**src/rtl/pc_gen_pkg.sv**
```systemverilog
// Shared types and default vectors for the program-counter generator.
package pc_gen_pkg;

    typedef enum logic [1:0] {
        ST_BOOT = 2'd0,
        ST_RUN  = 2'd1,
        ST_HALT = 2'd2
    } pc_state_e;

    typedef enum logic [2:0] {
        RD_NONE = 3'd0,
        RD_EXC  = 3'd1,
        RD_ERET = 3'd2,
        RD_JR   = 3'd3,
        RD_JUMP = 3'd4,
        RD_BRCH = 3'd5,
        RD_SEQ  = 3'd6
    } redirect_e;

    localparam logic [31:0] DEF_RESET_VEC = 32'h0000_3000;
    localparam logic [31:0] DEF_EXC_VEC   = 32'h0000_4180;

    function automatic logic is_misaligned(input logic [1:0] lsb);
        is_misaligned = (lsb != 2'b00);
    endfunction

endpackage

```
**src/rtl/pc_ras.sv**
```systemverilog
// Circular return-address stack: push at full overwrites the oldest entry.
module pc_ras #(
    parameter int DEPTH = 4,
    parameter int W     = 32
) (
    input  logic         clk,
    input  logic         PCRst,
    input  logic         push,
    input  logic [W-1:0] push_data,
    input  logic         pop,
    output logic [W-1:0] top,
    output logic         empty
);
    localparam int PW = (DEPTH > 1) ? $clog2(DEPTH) : 1;
    localparam int CW = $clog2(DEPTH + 1);

    logic [W-1:0]  mem_r [DEPTH];
    logic [PW-1:0] wr_ptr_r;
    logic [CW-1:0] cnt_r;

    function automatic logic [PW-1:0] ptr_inc(input logic [PW-1:0] p);
        ptr_inc = (p == PW'(DEPTH - 1)) ? '0 : p + PW'(1);
    endfunction

    function automatic logic [PW-1:0] ptr_dec(input logic [PW-1:0] p);
        ptr_dec = (p == '0) ? PW'(DEPTH - 1) : p - PW'(1);
    endfunction

    assign top   = mem_r[ptr_dec(wr_ptr_r)];
    assign empty = (cnt_r == '0);

    // Stack storage; contents need no reset since occupancy gates every read.
    always_ff @(posedge clk) begin
        if (push) begin
            mem_r[wr_ptr_r] <= push_data;
        end
    end

    // Write pointer and occupancy count.
    always_ff @(posedge clk or posedge PCRst) begin
        if (PCRst) begin
            wr_ptr_r <= '0;
            cnt_r    <= '0;
        end else if (push) begin
            wr_ptr_r <= ptr_inc(wr_ptr_r);
            cnt_r    <= (cnt_r == CW'(DEPTH)) ? cnt_r : cnt_r + CW'(1);
        end else if (pop && !empty) begin
            wr_ptr_r <= ptr_dec(wr_ptr_r);
            cnt_r    <= cnt_r - CW'(1);
        end
    end

endmodule

```
**src/rtl/pc_gen.sv**
```systemverilog
// Next-PC generator with exception/EPC, stall, fetch handshake and HALT state.
// Optional return-address stack is enabled by defining RAS_EN.
module pc_gen
    import pc_gen_pkg::*;
#(
    parameter int              XLEN      = 32,
    parameter int              OFF_W     = 16,
    parameter logic [XLEN-1:0] RESET_VEC = XLEN'(DEF_RESET_VEC),
    parameter logic [XLEN-1:0] EXC_VEC   = XLEN'(DEF_EXC_VEC),
    parameter int              RAS_DEPTH = 4
) (
    input  logic             clk,
    input  logic             PCRst,
    input  logic             stall,
    input  logic             brch,
    input  logic [OFF_W-1:0] brch_off,
    input  logic             jump,
    input  logic [25:0]      jump_addr,
    input  logic             jr,
    input  logic [XLEN-1:0]  jr_target,
    input  logic             exc,
    input  logic             eret,
    input  logic             halt,
    input  logic             fetch_ready,
    output logic [XLEN-1:0]  pc,
    output logic [XLEN-1:0]  pc_plus4,
    output logic             fetch_valid,
    output logic [XLEN-1:0]  epc,
    output logic             addr_err,
    output logic             halted
`ifdef RAS_EN
    ,
    input  logic             link,
    input  logic             ras_pop,
    output logic             ras_empty
`endif
);
    pc_state_e       state_r;
    redirect_e       cause_s;
    logic [XLEN-1:0] pc_r;
    logic [XLEN-1:0] epc_r;
    logic            fetch_valid_r;
    logic            addr_err_r;
    logic            halted_r;
    logic [XLEN-1:0] pc_plus4_s;
    logic [XLEN-1:0] brch_tgt_s;
    logic [XLEN-1:0] jump_tgt_s;
    logic [XLEN-1:0] jr_sel_s;
    logic [XLEN-1:0] pc_next_s;
    logic            jr_mis_s;
    logic            save_epc_s;
    logic            redirect_s;

    assign pc_plus4_s = pc_r + XLEN'(4);
    assign brch_tgt_s = pc_plus4_s + {{(XLEN-OFF_W-2){brch_off[OFF_W-1]}}, brch_off, 2'b00};
    assign jump_tgt_s = {pc_plus4_s[XLEN-1:28], jump_addr, 2'b00};

`ifdef RAS_EN
    logic [XLEN-1:0] ras_top_s;
    logic            ras_empty_s;
    logic            ras_push_s;
    logic            ras_pop_s;

    // A same-cycle exception outranks JR/JUMP, so it blocks push and pop too.
    assign ras_push_s = (state_r == ST_RUN) && (cause_s == RD_JUMP) && link;
    assign ras_pop_s  = (state_r == ST_RUN) && (cause_s == RD_JR) && ras_pop && !ras_empty_s;
    assign jr_sel_s   = (ras_pop && !ras_empty_s) ? ras_top_s : jr_target;
    assign ras_empty  = ras_empty_s;

    pc_ras #(
        .DEPTH (RAS_DEPTH),
        .W     (XLEN)
    ) u_ras (
        .clk       (clk),
        .PCRst     (PCRst),
        .push      (ras_push_s),
        .push_data (pc_plus4_s),
        .pop       (ras_pop_s),
        .top       (ras_top_s),
        .empty     (ras_empty_s)
    );
`else
    logic unused_ras_s;
    assign unused_ras_s = (RAS_DEPTH != 0);
    assign jr_sel_s     = jr_target;
`endif

    assign jr_mis_s = is_misaligned(jr_sel_s[1:0]);

    // Priority encode the redirect cause; sequential advance needs the handshake.
    always_comb begin
        cause_s = RD_NONE;
        if (exc) begin
            cause_s = RD_EXC;
        end else if (eret) begin
            cause_s = RD_ERET;
        end else if (jr) begin
            cause_s = RD_JR;
        end else if (jump) begin
            cause_s = RD_JUMP;
        end else if (brch) begin
            cause_s = RD_BRCH;
        end else if (fetch_valid_r && fetch_ready && !stall) begin
            cause_s = RD_SEQ;
        end else begin
            cause_s = RD_NONE;
        end
    end

    // Next-PC mux and EPC-save decision for the winning cause.
    always_comb begin
        pc_next_s  = pc_r;
        save_epc_s = 1'b0;
        redirect_s = 1'b1;
        case (cause_s)
            RD_EXC: begin
                pc_next_s  = EXC_VEC;
                save_epc_s = 1'b1;
            end
            RD_ERET: pc_next_s = epc_r;
            RD_JR: begin
                pc_next_s  = jr_mis_s ? EXC_VEC : jr_sel_s;
                save_epc_s = jr_mis_s;
            end
            RD_JUMP: pc_next_s = jump_tgt_s;
            RD_BRCH: pc_next_s = brch_tgt_s;
            RD_SEQ: begin
                pc_next_s  = pc_plus4_s;
                redirect_s = 1'b0;
            end
            default: begin
                pc_next_s  = pc_r;
                redirect_s = 1'b0;
            end
        endcase
    end

    // FSM with registered pc, epc and status outputs.
    always_ff @(posedge clk or posedge PCRst) begin
        if (PCRst) begin
            state_r       <= ST_BOOT;
            pc_r          <= RESET_VEC;
            epc_r         <= '0;
            fetch_valid_r <= 1'b0;
            addr_err_r    <= 1'b0;
            halted_r      <= 1'b0;
        end else begin
            addr_err_r <= 1'b0;
            case (state_r)
                ST_BOOT: begin
                    state_r       <= ST_RUN;
                    fetch_valid_r <= 1'b1;
                    halted_r      <= 1'b0;
                end
                ST_RUN: begin
                    if (halt && !redirect_s) begin
                        state_r       <= ST_HALT;
                        fetch_valid_r <= 1'b0;
                        halted_r      <= 1'b1;
                    end else begin
                        pc_r       <= pc_next_s;
                        addr_err_r <= (cause_s == RD_JR) && jr_mis_s;
                        if (save_epc_s) begin
                            epc_r <= pc_r;
                        end
                    end
                end
                ST_HALT: begin
                    if (exc) begin
                        state_r       <= ST_RUN;
                        pc_r          <= EXC_VEC;
                        epc_r         <= pc_r;
                        fetch_valid_r <= 1'b1;
                        halted_r      <= 1'b0;
                    end
                end
                default: begin
                    state_r       <= ST_BOOT;
                    fetch_valid_r <= 1'b0;
                    halted_r      <= 1'b0;
                end
            endcase
        end
    end

    assign pc          = pc_r;
    assign pc_plus4    = pc_plus4_s;
    assign fetch_valid = fetch_valid_r;
    assign epc         = epc_r;
    assign addr_err    = addr_err_r;
    assign halted      = halted_r;

endmodule

```
**config.mk**
```make
export PLATFORM = sky130hd
export DESIGN_NAME = pc_gen
export DESIGN_NICKNAME = d
export VERILOG_FILES = /design/src/rtl/pc_gen_pkg.sv /design/src/rtl/pc_ras.sv /design/src/rtl/pc_gen.sv
export SDC_FILE = /design/constraint.sdc
export NUM_CORES = 1
export LEC_CHECK = 0
export ABC_AREA = 1
export CAP_MARGIN = 30
export CORE_MARGIN = 4
export CORE_UTILIZATION = 37
export CTS_CLUSTER_DIAMETER = 100
export DETAILED_ROUTE_END_ITERATION = 8
export PLACE_DENSITY_LB_ADDON = 0.05
export SYNTH_ARGS = -nofsm -noshare
export SYNTH_HDL_FRONTEND = slang
export SYNTH_SLANG_ARGS = --single-unit
```
**constraint.sdc**
```tcl
create_clock -name clk -period 3 [get_ports clk]
set_input_delay 0.45 -clock clk [delete_from_list [all_inputs] [get_ports clk]]
set_output_delay 0.45 -clock clk [all_outputs]
set_load 0.02 [all_outputs]
```
==> impl_metrics.py <==
metrics = {
    "status": {
        "status": "finished, final reports clean",
    },
    "timing": {
        "rsz0062_at_grt": "true",
        "finalSetupTns_ns": 0,
        "slew_viol_final": 0,
        "max_freq_mhz": 334,
        "setup_viol": 0,
        "finalClockSkew_ns": 0.00699,
        "finalWorstSetupSlack_ns": 0.00200,
        "relSlewSlack_pct": 57.8,
        "holdWs_ns": 0.504,
        "period_needed_ns": 3.00,
        "layout_worst_path_cycle_share_pct": 99.9,
        "hold_violations": 0,
        "tightest_slew_ns": 0.632,
    },
    "setup_path": {
        "end_kind": "flop",
        "critPathMaxFanout": 4,
        "critPathArrivalTime_ns": 3.23,
        "critPathRequiredTime_ns": 3.23,
        "path_class": "flop to flop",
        "reg2reg_depth": 21,
        "cp-start-kind": "flop",
    },
    "global_route": {
        "grt_pass1_wl_mm": 46.4,
        "grt_pass1_vias": 8447,
        "grtUsageTotal_pct": 27.7,
        "use_met2_pct": 42.5,
        "top_usage_layer": "met2",
        "grt_start_max_net_pins": 39,
        "antenna_found_initial": 0,
        "overflow": 0,
        "use_met3_pct": 6.14,
        "use_met1_pct": 39.0,
    },
    "clock_tree": {
        "clock_sinks": 67,
        "cts-buffers-inserted": 9,
        "cts_buffer_depth": 2,
        "cts_tree": "built",
        "root_buffer": "clkbuf_16",
        "worstSkewPairLatency_ns": 0.34,
        "cts.reportedPaths.clkPinSlew_ns": 0.06,
        "h-tree-depth": 3,
    },
    "logic_synthesis": {
        "synth_cell_types": 42,
        "synth_top_area_share_pct": 26.9,
        "syn_area_sq_mm": 0.00694,
        "synth_area_leaders": "nand2_1, dfrtp_1, inv_1, nand3_1, nor2_1",
        "synth.largest_area_cell": "nand2_1",
        "ys_ff_latch": 67,
        "syn_nets": 1305,
        "syn_avg_cell_area_sq_um": 5.86,
        "synth_warnings": 0,
        "yosysSeqAreaShare_pct": 24.2,
        "syn_inst": 1184,
    },
    "hold_path": {
        "min_path_cells": 2,
        "min_path_type": "flop to flop",
    },
    "floorplan": {
        "coreArea_sq_mm": 0.0182,
        "pin_count": 183,
        "fp.dieW_um": 145,
        "placementRows": 49,
        "die_h_um": 145,
        "die_area_sq_mm": 0.0210,
        "start_util_pct": 38.1,
    },
    "place": {
        "postPlaceCellArea_sq_mm": 0.0101,
        "gp_congestion": 0.923,
        "dp_slack_ns": -0.457,
        "hpwl_mm": 24.5,
        "dp.cells": 1728,
        "io_buffers": 182,
    },
    "finish": {
        "design_area_sq_mm": 0.0115,
        "fin_cells": 1758,
        "fin_util_pct": 63.1,
        "drive_gt1_share_pct": 27.2,
        "n_fill_cell": 1704,
        "n_antenna_cell": 0,
        "num-nets-final": 1645,
        "seq_area_sq_mm": 0.00168,
        "area_growth_pct": 65.5,
        "multi_input_comb_area_sq_mm": 0.00547,
    },
    "detailed_routing": {
        "drtIter0Drc": 596,
        "routed_wl_mm": 30.9,
        "ant_nets": 0,
        "drt-wirelength-per-cell_um": 17.6,
        "viasPerCell": 5.08,
        "drtPass1Iterations": 5,
        "vias": 8925,
        "drc_errors": 0,
    },
    "power_and_ir_drop": {
        "ir_worst_vdd_uv": 687,
        "p_leak_nw": 5.80,
        "fin_total_pwr_mw": 9.28,
        "power_density_mw_per_mm2": 809,
    },
    "run": {
        "cap_violations": 0,
    },
}
## power by group
part	internal (mW)	total [mW]	switching [mW]	leakage, nW
combinational	2.77	6.44	3.67	4.75
sequential	1.26	1.65	0.397	0.893
clock	0.755	1.19	0.430	0.156
## path summary, 6_finish.rpt
check / from / end / slack, ns
setup / recovery: pc[12]$_DFFE_PP1P_ / pc[26]$_DFFE_PP0P_ / 0.002
max in group asynchronous: PCRst / pc[5]$_DFFE_PP0P_ / 1.81
hold / removal: epc[0]$_DFFE_PP0P_ / epc[0]$_DFFE_PP0P_ / 0.50
min in group asynchronous: PCRst / epc[8]$_DFFE_PP0P_ / 0.52
hold reg to reg: epc[0]$_DFFE_PP0P_ / epc[0]$_DFFE_PP0P_ / 0.50
setup reg to reg: pc[12]$_DFFE_PP1P_ / pc[26]$_DFFE_PP0P_ / 0.002
## cells in the mapped netlist, drive strengths merged
| cell | n |
|---|---|
| buf | 21 |
| o21ai | 59 |
| nor3 | 11 |
| nor2 | 135 |
| a21oi | 32 |
| nand2 | 504 |
| xor2 | 15 |
| nand3b | 12 |
| nor3b | 2 |
| ha | 36 |
| and2 | 3 |
| dfstp | 2 |
| nand3 | 105 |
| clkinv | 1 |
| and3 | 1 |
| o22ai | 2 |
| a21boi | 2 |
| or2 | 7 |
| a21o | 2 |
| a22oi | 3 |
| o21bai | 5 |
| nand4 | 14 |
| clkbuf | 2 |
| dfrtp | 65 |
| inv | 142 |
| fa | 1 |
## logic make-up (layout without fill, tap and decap cells)
family | after synthesis | after routing | synth area share, %
and+or+nand+nor | 794 | 794 | 47.8
buffers and inverters | 166 | 511 | 10.2
AOI/OAI and AO/OA | 105 | 105 | 9.07
DFF | 67 | 67 | 24.2
adders and majority gates | 37 | 37 | 6.78
xor gates and xnor gates | 15 | 15 | 1.89
## per-layer routing
metal,vias to the layer above,routed length [um]
met2,320,13700
met4,0,895
met5,-,0
met3,53,2220
li1,4410,-
met1,4142,14100
## critical path: stages, from the launching register on
cell	delay (ns)
dfstp_2	0.59
nand2_4	0.09
nor2_4	0.13
nand2_1	0.07
nor2_1	0.15
buf_4	0.17
nand2_2	0.08
buf_4	0.15
nand2_1	0.06
nand2_2	0.08
clkinv_4	0.09
ha_4	0.23
a21oi_4	0.15
inv_1	0.07
nand2_1	0.09
nand2_1	0.09
a21oi_2	0.14
nand4_1	0.10
nand3_1	0.17
nand2_1	0.07
nand2_1	0.06
nand2_1	0.05
## cells in the final DEF, fill, tap and decap left out, types with 20 or more instances in the layout
master	netlist	layout
buf_4	3	164
clkdlybuf4s50_1	0	167
dfrtp_1	65	62
ha_4	0	22
inv_1	134	115
inv_2	7	24
nand2_1	498	449
nand2_2	5	45
nand3_1	100	80
nand3_2	4	21
nor2_1	129	89
nor2_2	4	26
nor2_4	2	20
o21ai_0	30	23
o21ai_1	16	21
## repair_timing
item | in CTS | in global routing
setup buffers | 1 | 13
resized for setup | 77 | 165
pin swaps | 9 | 44
hold buffers | 0 | 0
setup endpoints to repair | 30 | 35
## sequential cells by signal, indices dropped and copies added, names as in the netlist
signal       cells
pc              32
fetch_valid      1
addr_err         1
epc             32
halted           1
## cell type report
class	count	area share, %
inverter	143	4.76
multi-input combinational	951	47.6
sequential	67	14.7
clock inverter	5	0.741
clock buffer	11	2.11
tap	229	2.50
timing repair buffer	352	27.6
Note: power is estimated with default switching activity, not from simulation.
